[config.mk]
export PLATFORM = sky130hd
export DESIGN_NAME = btn_sel_ctrl
export DESIGN_NICKNAME = d
export VERILOG_FILES = /design/src/rtl/btn_ctrl_pkg.sv /design/src/rtl/btn_debounce.sv /design/src/rtl/btn_sel_ctrl.sv
export SDC_FILE = /design/constraint.sdc
export NUM_CORES = 1
export LEC_CHECK = 0
export CAP_MARGIN = 20
export CORE_MARGIN = 3
export CORE_UTILIZATION = 40
export CTS_BUF_LIST = sky130_fd_sc_hd__clkbuf_2 sky130_fd_sc_hd__clkbuf_4 sky130_fd_sc_hd__clkbuf_8
export DETAILED_ROUTE_END_ITERATION = 16
export HOLD_SLACK_MARGIN = 0.08
export PLACE_DENSITY = 0.62
export SETUP_SLACK_MARGIN = 0.4
export SLEW_MARGIN = 10
export SYNTH_ARGS = -nofsm -noshare
export SYNTH_HDL_FRONTEND = slang
export SYNTH_HIERARCHICAL = 1
export SYNTH_SLANG_ARGS = --single-unit
[constraint.sdc]
create_clock -name clk -period 2.9 [get_ports clk]
set_input_delay 0.725 -clock clk [delete_from_list [all_inputs] [get_ports clk]]
set_output_delay 0.725 -clock clk [all_outputs]
set_load 0.02 [all_outputs]
[src/rtl/btn_ctrl_pkg.sv]
// Shared types for the button-driven mux select controller.
// Pure declarations: no latency, no flow control.
package btn_ctrl_pkg;

    typedef enum logic [1:0] {
        IDLE    = 2'd0,
        PENDING = 2'd1,
        SETTLE  = 2'd2
    } sel_state_t;

    // Counter width for a count limit n; never narrower than one bit.
    function automatic int cnt_w(input int n);
        return $clog2((n < 2) ? 2 : n);
    endfunction

endpackage

[src/rtl/btn_debounce.sv]
// Two-flop synchroniser plus stability counter for one raw button, with a press pulse on each debounced rise.
// Level changes 2 + DEBOUNCE_CYCLES clocks after a stable input; no backpressure, press is a single-cycle strobe.
module btn_debounce
    import btn_ctrl_pkg::*;
#(
    parameter int DEBOUNCE_CYCLES = 1_000_000
) (
    input  logic clk,
    input  logic rst_n,
    input  logic i_btn_raw,
    output logic o_btn_db,
    output logic o_press
);

    localparam int             W     = cnt_w(DEBOUNCE_CYCLES);
    localparam logic [W-1:0]   C_MAX = W'(DEBOUNCE_CYCLES - 1);

    logic         r_meta;
    logic         r_sync;
    logic         r_db;
    logic         r_press;
    logic [W-1:0] r_cnt;

    always_ff @(posedge clk or negedge rst_n) begin
        if (!rst_n) begin
            r_meta  <= 1'b0;
            r_sync  <= 1'b0;
            r_db    <= 1'b0;
            r_press <= 1'b0;
            r_cnt   <= '0;
        end else begin
            r_meta  <= i_btn_raw;
            r_sync  <= r_meta;
            r_press <= 1'b0;
            // Any sample agreeing with the current level restarts qualification.
            if (r_sync == r_db) begin
                r_cnt <= '0;
            end else if (r_cnt == C_MAX) begin
                r_db    <= r_sync;
                r_press <= r_sync;
                r_cnt   <= '0;
            end else begin
                r_cnt <= r_cnt + 1'b1;
            end
        end
    end

    assign o_btn_db = r_db;
    assign o_press  = r_press;

endmodule

[src/rtl/btn_sel_ctrl.sv]
// Mux select controller: debounced presses request in0/in1, switches wait for busy low, sel_valid held off while settling.
// sel updates two clocks after a press pulse when idle and not busy; busy stalls the switch indefinitely.
module btn_sel_ctrl
    import btn_ctrl_pkg::*;
#(
    parameter int   DEBOUNCE_CYCLES = 1_000_000,
    parameter int   SETTLE_CYCLES   = 16,
    parameter logic RESET_SEL       = 1'b0
) (
    input  logic       clk,
    input  logic       rst_n,
    input  logic [1:0] btn_raw,
    input  logic       busy,
    output logic       sel,
    output logic       sel_valid,
    output logic       sel_changed,
    output logic [1:0] btn_db
);

    localparam int              SW         = cnt_w(SETTLE_CYCLES);
    localparam logic [SW-1:0]   C_SET_LOAD = SW'(SETTLE_CYCLES - 1);

    logic [1:0]    w_press;
    logic          w_req;
    logic          w_req_tgt;
    logic          w_eff_tgt;
    logic          w_pend;

    sel_state_t    r_state;
    logic          r_sel;
    logic          r_valid;
    logic          r_changed;
    logic [SW-1:0] r_cnt;
    logic          r_tgt;
    logic          r_pend;

    for (genvar g = 0; g < 2; g++) begin : g_btn
        btn_debounce #(
            .DEBOUNCE_CYCLES (DEBOUNCE_CYCLES)
        ) u_debounce (
            .clk       (clk),
            .rst_n     (rst_n),
            .i_btn_raw (btn_raw[g]),
            .o_btn_db  (btn_db[g]),
            .o_press   (w_press[g])
        );
    end

    // Simultaneous presses are ambiguous and dropped.
    assign w_req     = w_press[0] ^ w_press[1];
    assign w_req_tgt = w_press[1];
    assign w_eff_tgt = w_req ? w_req_tgt : r_tgt;
    assign w_pend    = w_req | r_pend;

    always_ff @(posedge clk or negedge rst_n) begin
        if (!rst_n) begin
            r_state   <= SETTLE;
            r_sel     <= RESET_SEL;
            r_valid   <= 1'b0;
            r_changed <= 1'b0;
            r_cnt     <= C_SET_LOAD;
            r_tgt     <= RESET_SEL;
            r_pend    <= 1'b0;
        end else begin
            r_changed <= 1'b0;
            case (r_state)
                IDLE: begin
                    if (w_req && (w_req_tgt != r_sel)) begin
                        r_tgt   <= w_req_tgt;
                        r_state <= PENDING;
                    end
                end
                PENDING: begin
                    r_tgt <= w_eff_tgt;
                    if (w_eff_tgt == r_sel) begin
                        r_state <= IDLE;
                    end else if (!busy) begin
                        r_sel     <= w_eff_tgt;
                        r_changed <= 1'b1;
                        r_valid   <= 1'b0;
                        r_cnt     <= C_SET_LOAD;
                        r_state   <= SETTLE;
                    end
                end
                SETTLE: begin
                    if (w_req) begin
                        r_pend <= 1'b1;
                        r_tgt  <= w_req_tgt;
                    end
                    // A request caught during the settle window is honoured on exit.
                    if (r_cnt == '0) begin
                        r_valid <= 1'b1;
                        r_pend  <= 1'b0;
                        r_state <= (w_pend && (w_eff_tgt != r_sel)) ? PENDING : IDLE;
                    end else begin
                        r_cnt <= r_cnt - 1'b1;
                    end
                end
                default: r_state <= IDLE;
            endcase
        end
    end

    assign sel         = r_sel;
    assign sel_valid   = r_valid;
    assign sel_changed = r_changed;

endmodule

==> summary.md, run 1 <==
| Metric | Value |
|---|---|
| Run status | `completed` |
| Hpwl dp | `3720 µm` |
| Vias post-DR | `2232` |
| # nets final | `336` |
| Startpoint type of the worst setup path | `register` |
| Vias per Instance | `5.239` |
| Setup Fix Bufs, Post-CTS | `0` |
| Tot GR Track Use | `14.19%` |
| Inserted Clock Buffers | `9` |
| Post-Syn Area per Cell | `9.942 µm²` |
| Commonest non-fill, non-tap cell in the layout | `dfrtp_1` |
| Dpl cells | `411` |
| Worst Path Buf+Inv | `1` |
| Filler Cells Inserted | `slightly below 700` |
| Ports | `10` |
| Post-CTS Hold Buffers | `0` |
| Final worst-path cycle share | `76.99%` |
| Sequential-to-total area share from yosys stat | `47.65%` |
| Data required time of the worst path | `2.17 ns` |
| CTS tree | `yes` |
| First-pass GRT wire length | `slightly below 10000 µm` |
| GPL Wtd Cong | `0.8474` |
| Clk root buf | `clkbuf_8` |
| Leading area contributor after synthesis | `dfrtp_1` |
| Most frequent cells in the layout | `dfrtp_1 (54), nor2_1 (41), a21oi_1 (21)` |
| Worst stage delay on the critical path | `0.67 ns` |
| Design area | `3485 µm²` |
| Post-synthesis instance total | `around 310` |
| Max VDD drop | `roughly 0.34 mV` |
| Worst clock skew | `0.01055 ns` |
| Routed Antenna Nets | `0` |
| Endpoints failing hold | `0` |
| Initial core utilization | `42.00%` |
| Core ar. | `7408 µm²` |
| DRC viols | `0` |
| Rows | `31` |
| Port Buffers | `9` |
| Combinational share of power | `2.9%` |
| Max Clock Freq | `~450 MHz` |
| Tmin final | `between 2 and 2.5 ns` |
| Hold Path Class | `register to register` |
| Slew headroom | `47.43%` |
| Bufs on Longest Clock Path | `2` |
| Crit Path Max Fanout | `9` |
| Post-Syn Area | `3112 µm²` |
| Final setup fails | `0` |
| Syn nets | `326` |
| EDFF count, synth | `0` |
| Non-Filler Instances | `426` |
| Unrepaired setup endpoints after global routing | `no` |
| Worst Path Arrival | `1.51 ns` |
| Crit path max-delay cell type | `clkdlybuf4s50_1` |
| Clock Power Share | `45.8%` |
| Diodes inserted | `0` |
| Sw Ratio | `20.55%` |
| Critical-path cell list | `clkdlybuf4s50_1` |
| Clk sinks | `59` |
| CTS clk-pin slew, worst paths | `about 0.07 ns` |
| Post_cts resized | `0` |
| Critical path capture point type | `output port` |
| Wirelength per Cell | `~13 µm` |
| Layout cells sized above 1 | `13.15%` |
| Post-synth top area share | `43.43%` |
| Die Wd | `~94 µm` |
| Kind of critical path | `register to output port` |
| Die area | `8874 µm²` |
| Sequential Power Share | `51.3%` |
| LEAKAGE | `1.376 nW` |
| Async set-or-reset flop fraction in the synthesized netlist | `100.0%` |
| Starting DRT DRC Count | `62` |
| Max-cap violations | `0` |
| Clk_lat worst skew | `approximately 0.33 ns` |
| Overflow after GRT | `0` |
| Largest net degree at the start of global routing | `60` |
| Synth area leaders | `dfrtp_1 (43%), xnor2_1 (5.1%), nor2_1 (4.9%)` |
| Largest delay share family, worst path | `buffers and inverters` |
| Synth unique cells | `55` |
| Vias in the first global route | `approximately 2200` |
| Layout area overhead | `11.98%` |
| Slew Limit Fails | `0` |
| Yosys warnings | `6` |
| Final wirelength | `around 5500 µm` |
| CTS H-tree lvls | `3` |
| Cell Pwr Density | `471.9 nW/µm²` |
| Transition time of the tightest slew-check pin | `0.7886 ns` |
| Initial antenna violation count | `0` |
| Top_reg_cell synth | `dfrtp_1` |
| Die Ht | `94.20 µm` |
| #FFs+latches synth | `59` |
| Pre-antenna DRT Iters | `4` |
| Setup TNS | `0 ns` |
| Post-DP Area | `3283 µm²` |
| Int Pwr | `1.307 mW` |
| Net Sw Power | `0.3380 mW` |
cell families after synthesis:
kind of cell / after synthesis / synth area share (%)
AND/OR/NAND/NOR: 129 / 22.60
flip-flops: 59 / 47.65
AO/OA/AOI/OAI: 53 / 12.26
buffers and inverters: 30 / 4.262
XOR/XNOR: 27 / 7.600
adder cells (fa/ha/maj): 9 / 3.539
multiplexers: 6 / 2.091
power by group through the flow:
stage / clock, mW / sequential (mW) / combinational (mW)
final: 0.754 / 0.843 / 0.0481
after global placement: 0 / 0.857 / 0.0501
after detailed placement: 0 / 0.857 / 0.0502
after global routing: 0.821 / 0.844 / 0.0552
after CTS: 0.788 / 0.842 / 0.0504
after floorplan: 0 / 0.855 / 0.0202
synthesized netlist by cell type, drive strengths merged, types with 7 or more instances:
master,n
o21ai,12
a21oi,21
inv,18
or4,7
xor2,9
nand4,8
xnor2,18
nor4,7
ha,8
dfrtp,54
or3,9
nor2,41
clkbuf,7
nand2,12
nand3,20
final cells by class:
type	count	area, µm²	share of cell area, %
Clock buffer	13	166.4	4.776
Clock inverter	2	35.03	1.005
Inverter	18	67.56	1.939
Multi-Input combinational cell	224	1496	42.94
Sequential cell	59	1483	42.55
Tap cell	99	123.9	3.555
Timing Repair Buffer	11	112.6	3.232
stage by stage:
step	power [mW]	setup slack, ns	hold WS, ns	util [%]
finish	1.644	0.6671	0.3478	47.04
global route	1.720	0.5734	0.3544	47.04
CTS	1.681	0.6244	0.3488	47.04
detailed placement	0.9074	0.7857	0.3347	44.32
global placement	0.9066	0.8434	0.3348	44.32
floorplan	0.8755	0.9247	0.3312	-
sequential cells by signal, indices dropped and copies added (netlist names), 2 cells and up:
register and count:
g_btn.u_debounce/o_btn_db 2, g_btn.u_debounce/o_press 2, g_btn.u_debounce/r_cnt 40, g_btn.u_debounce/r_meta 2, g_btn.u_debounce/r_sync 2, r_cnt 4, r_state 2
final timing paths:
kind	startpoint	to	slack (ns)	depth (start not counted)
setup / recovery	sel$_DFFE_PN0P_	sel	0.67	1
hold / removal	g_btn[1].u_debounce/r_meta$_DFF_PN0_	g_btn[1].u_debounce/r_sync$_DFF_PN0_	0.35	0
setup reg to reg	g_btn[1].u_debounce/r_cnt[0]$_DFF_PN0_	g_btn[1].u_debounce/r_cnt[18]$_DFF_PN0_	0.78	5
hold reg to reg	g_btn[1].u_debounce/r_meta$_DFF_PN0_	g_btn[1].u_debounce/r_sync$_DFF_PN0_	0.35	0
max in group asynchronous	rst_n	r_cnt[1]$_DFFE_PN1P_	2.22	2
min in group asynchronous	rst_n	g_btn[1].u_debounce/r_cnt[19]$_DFF_PN0_	0.40	2
per-layer routing:
layer	vias up	share of wire, %	track usage (%)	routed length (µm)
li1	1131	-	-	-
met1	1079	50	18.36	2741
met2	18	47	22.22	2606
met3	4	2.7	4.087	148
met4	0	0.69	5.776	38
met5	-	0	0	0
Note: power is estimated with default switching activity, not from simulation.
==> inputs of run 2 (changes only) <==
- clock period: 2.9 -> 2.2 ns (I/O delays scaled with it)
==> summary.md, run 2 (synthesized netlist as in run 1, its figures left out) <==
| Metric | Value |
|---|---|
| Run status | `completed` |
| Unrepaired setup endpoints after global routing | `yes` |
| Top sig layer | `met4` |
| Design area | `3729 µm² (+7.0%)` |
| Clk_lat worst skew | `0.33 ns (about the same)` |
| RR Endpoint | `g_btn[1].u_debounce/r_cnt[18]$_DFF_PN0_` |
| Post-DP Area | `3336 µm² (+1.6%)` |
| First-pass GRT wire length | `9998 µm (+0.49%)` |
| Most frequent cells in the layout | `dfrtp_1 (47), nor2_1 (41), a21oi_1 (19)` |
| Clk sinks | `59 (unchanged)` |
| Worst clock skew | `0.01050 ns (-0.00004800 ns)` |
| Wirelength per Cell | `13.18 µm (+1.4%)` |
| GPL Wtd Cong | `0.7785 (-8.1%)` |
| Worst Reg-to-Reg Cells | `4 (-1)` |
| Pre-antenna DRT Iters | `4 (unchanged)` |
| Rows | `31 (unchanged)` |
| Die Ht | `94.20 µm (unchanged)` |
| Max Clock Freq | `around 540 MHz` |
| Largest delay share family, worst path | `simple AND/OR/NAND/NOR gates` |
| Routed Antenna Nets | `0 (unchanged)` |
| Metal2 WL | `2804 µm (+7.6%)` |
| CTS H-tree lvls | `3 (unchanged)` |
| Ports | `10 (unchanged)` |
| Layout cells sized above 1 | `25.29% (+12 points)` |
| Clk root buf | `clkbuf_8` |
| Critical-path cell list | `nand3_4, or4_4, or4_4, a21oi_2` |
| Inserted Clock Buffers | `9 (unchanged)` |
| Worst Path Buf+Inv | `0 (-1)` |
| Core ar. | `7408 µm² (unchanged)` |
| Top reg by flops | `g_btn.u_debounce/r_cnt` |
| Starting DRT DRC Count | `157 (+150%)` |
| Tmin final | `about 1.8 ns` |
| CTS tree | `yes` |
| Worst slack, placed | `0.2392 ns (-0.5465 ns)` |
| LEAKAGE | `1.501 nW (+9.1%)` |
| Slew headroom | `72.14% (+25 points)` |
| Flop-to-flop setup slack | `0.36 ns (-0.42 ns)` |
| Critical path capture point type | `register` |
| Crit Path Max Fanout | `8 (-1)` |
| Worst Path Arrival | `2.09 ns (+0.58 ns)` |
| Slew Limit Fails | `0 (unchanged)` |
| Worst stage delay on the critical path | `0.60 ns (-0.07 ns)` |
| Worst Setup Slack, final | `0.3587 ns (-0.3085 ns)` |
| Layout area overhead | `19.82%` |
| Final setup fails | `0 (unchanged)` |
| Hold WS | `0.1504 ns (-0.1974 ns)` |
| Vias in the first global route | `2201 (+1.7%)` |
| Die Wd | `94.20 µm (unchanged)` |
| Tot GR Track Use | `14.20% (about the same)` |
| Transition time of the tightest slew-check pin | `0.4180 ns (-0.3706 ns)` |
| Die area | `8874 µm² (unchanged)` |
| Cell Pwr Density | `585.6 nW/µm² (+24%)` |
| Overflow after GRT | `0 (unchanged)` |
| Hold Path Class | `input port to asynchronous set/reset pin` |
| DR WL met3 | `280 µm (+89%)` |
| Port Buffers | `9 (unchanged)` |
| Max-cap violations | `0 (unchanged)` |
| DRC viols | `0 (unchanged)` |
| Regs by FF count | `g_btn.u_debounce/r_cnt (40), r_cnt (4)` |
| CTS clk-pin slew, worst paths | `0.07 ns (about the same)` |
| Endpoints failing hold | `0 (unchanged)` |
| Max reg flops | `40 (unchanged)` |
| Bufs on Longest Clock Path | `2 (unchanged)` |
| Startpoint type of the worst setup path | `register` |
| Setup TNS | `0 ns (unchanged)` |
| # nets final | `352 (+4.8%)` |
| Diodes inserted | `0 (unchanged)` |
| Initial antenna violation count | `0 (unchanged)` |
| Initial core utilization | `42.00% (unchanged)` |
| Max VDD drop | `0.5014 mV (+49%)` |
| Final worst-path cycle share | `83.70%` |
| Data required time of the worst path | `2.45 ns (+0.28 ns)` |
| Vias per Instance | `5.260 (+0.38%)` |
| Final wirelength | `5837 µm (+5.5%)` |
| Largest net degree at the start of global routing | `27 (-55%)` |
| Hpwl dp | `3901 µm (+4.9%)` |
| Worst path most repeated cell | `or4_4` |
| Worst R2R Start | `g_btn[1].u_debounce/r_cnt[4]$_DFF_PN0_` |
| Final Total Pwr | `2.183 mW (+33%)` |
| Vias post-DR | `2330 (+4.4%)` |
| Commonest non-fill, non-tap cell in the layout | `dfrtp_1` |
| Crit path max-delay cell type | `or4_4` |
| Routed length on met1 | `2672 µm (-2.5%)` |
| Kind of critical path | `register to register` |
[run 2: metal layers]
metal	global-route usage, %	vias to the layer above
li1	-	1162
met1	18.38	1112
met2	21.93	48
met3	4.888	8
met4	5.174	0
met5	0	-
[run 2: how the worst max path moves through the flow]
stage / to / depth (start not counted) / from / slack (ns)
CTS: g_btn[1].u_debounce/r_cnt[18]$_DFF_PN0_ / 5 / g_btn[1].u_debounce/r_cnt[0]$_DFF_PN0_ / 0.35
finish: g_btn[1].u_debounce/r_cnt[18]$_DFF_PN0_ / 4 / g_btn[1].u_debounce/r_cnt[4]$_DFF_PN0_ / 0.36
global route: g_btn[1].u_debounce/r_cnt[18]$_DFF_PN0_ / 5 / g_btn[1].u_debounce/r_cnt[1]$_DFF_PN0_ / 0.30
floorplan: g_btn[1].u_debounce/r_cnt[18]$_DFF_PN0_ / 5 / g_btn[1].u_debounce/r_cnt[2]$_DFF_PN0_ / 0.35
detailed placement: g_btn[1].u_debounce/r_cnt[18]$_DFF_PN0_ / 4 / g_btn[1].u_debounce/r_cnt[2]$_DFF_PN0_ / 0.24
global placement: r_cnt[0]$_DFFE_PN1P_ / 5 / busy / 0.27
[run 2: through the flow]
step | instances | utilization [%]
after CTS | 438 | 48.45
after global placement | 416 | 45.03
final | 443 | 50.33
after floorplan | 313 | -
after global routing | 443 | 50.33
after detailed placement | 416 | 45.03
[run 2: where the power goes]
| part | internal, mW | leakage, nW | total, mW | switching [mW] |
|---|---|---|---|---|
| logic | 0.0324 | 0.612 | 0.0793 | 0.0470 |
| registers | 1.10 | 0.781 | 1.11 | 0.0128 |
| clock network | 0.589 | 0.108 | 0.993 | 0.404 |
| total | 1.72 | 1.50 | 2.18 | 0.464 |
[run 2: area by class of cell]
type                       instances  area, µm²
clock buffer                      13      160.2
clock inverter                     3      40.04
fill                             664       3680
inverter                          18      67.56
multi-input combinational        225       1623
sequential                        59       1491
tap                               99      123.9
timing repair buffer              26      222.7
[run 2: timing repair]
action	in CTS	in global routing
hold buffers	0	0
gates cloned	0	1
buffers inserted	6	4
endpoints found under the setup margin	17	34
pin swaps	3	4
gates resized for setup	9	26
[run 2: worst register-to-register path: stages (launching register included)]
cell and delay (ns):
dfrtp_1 0.39, nand3_4 0.12, or4_4 0.60, or4_4 0.53, a21oi_2 0.13
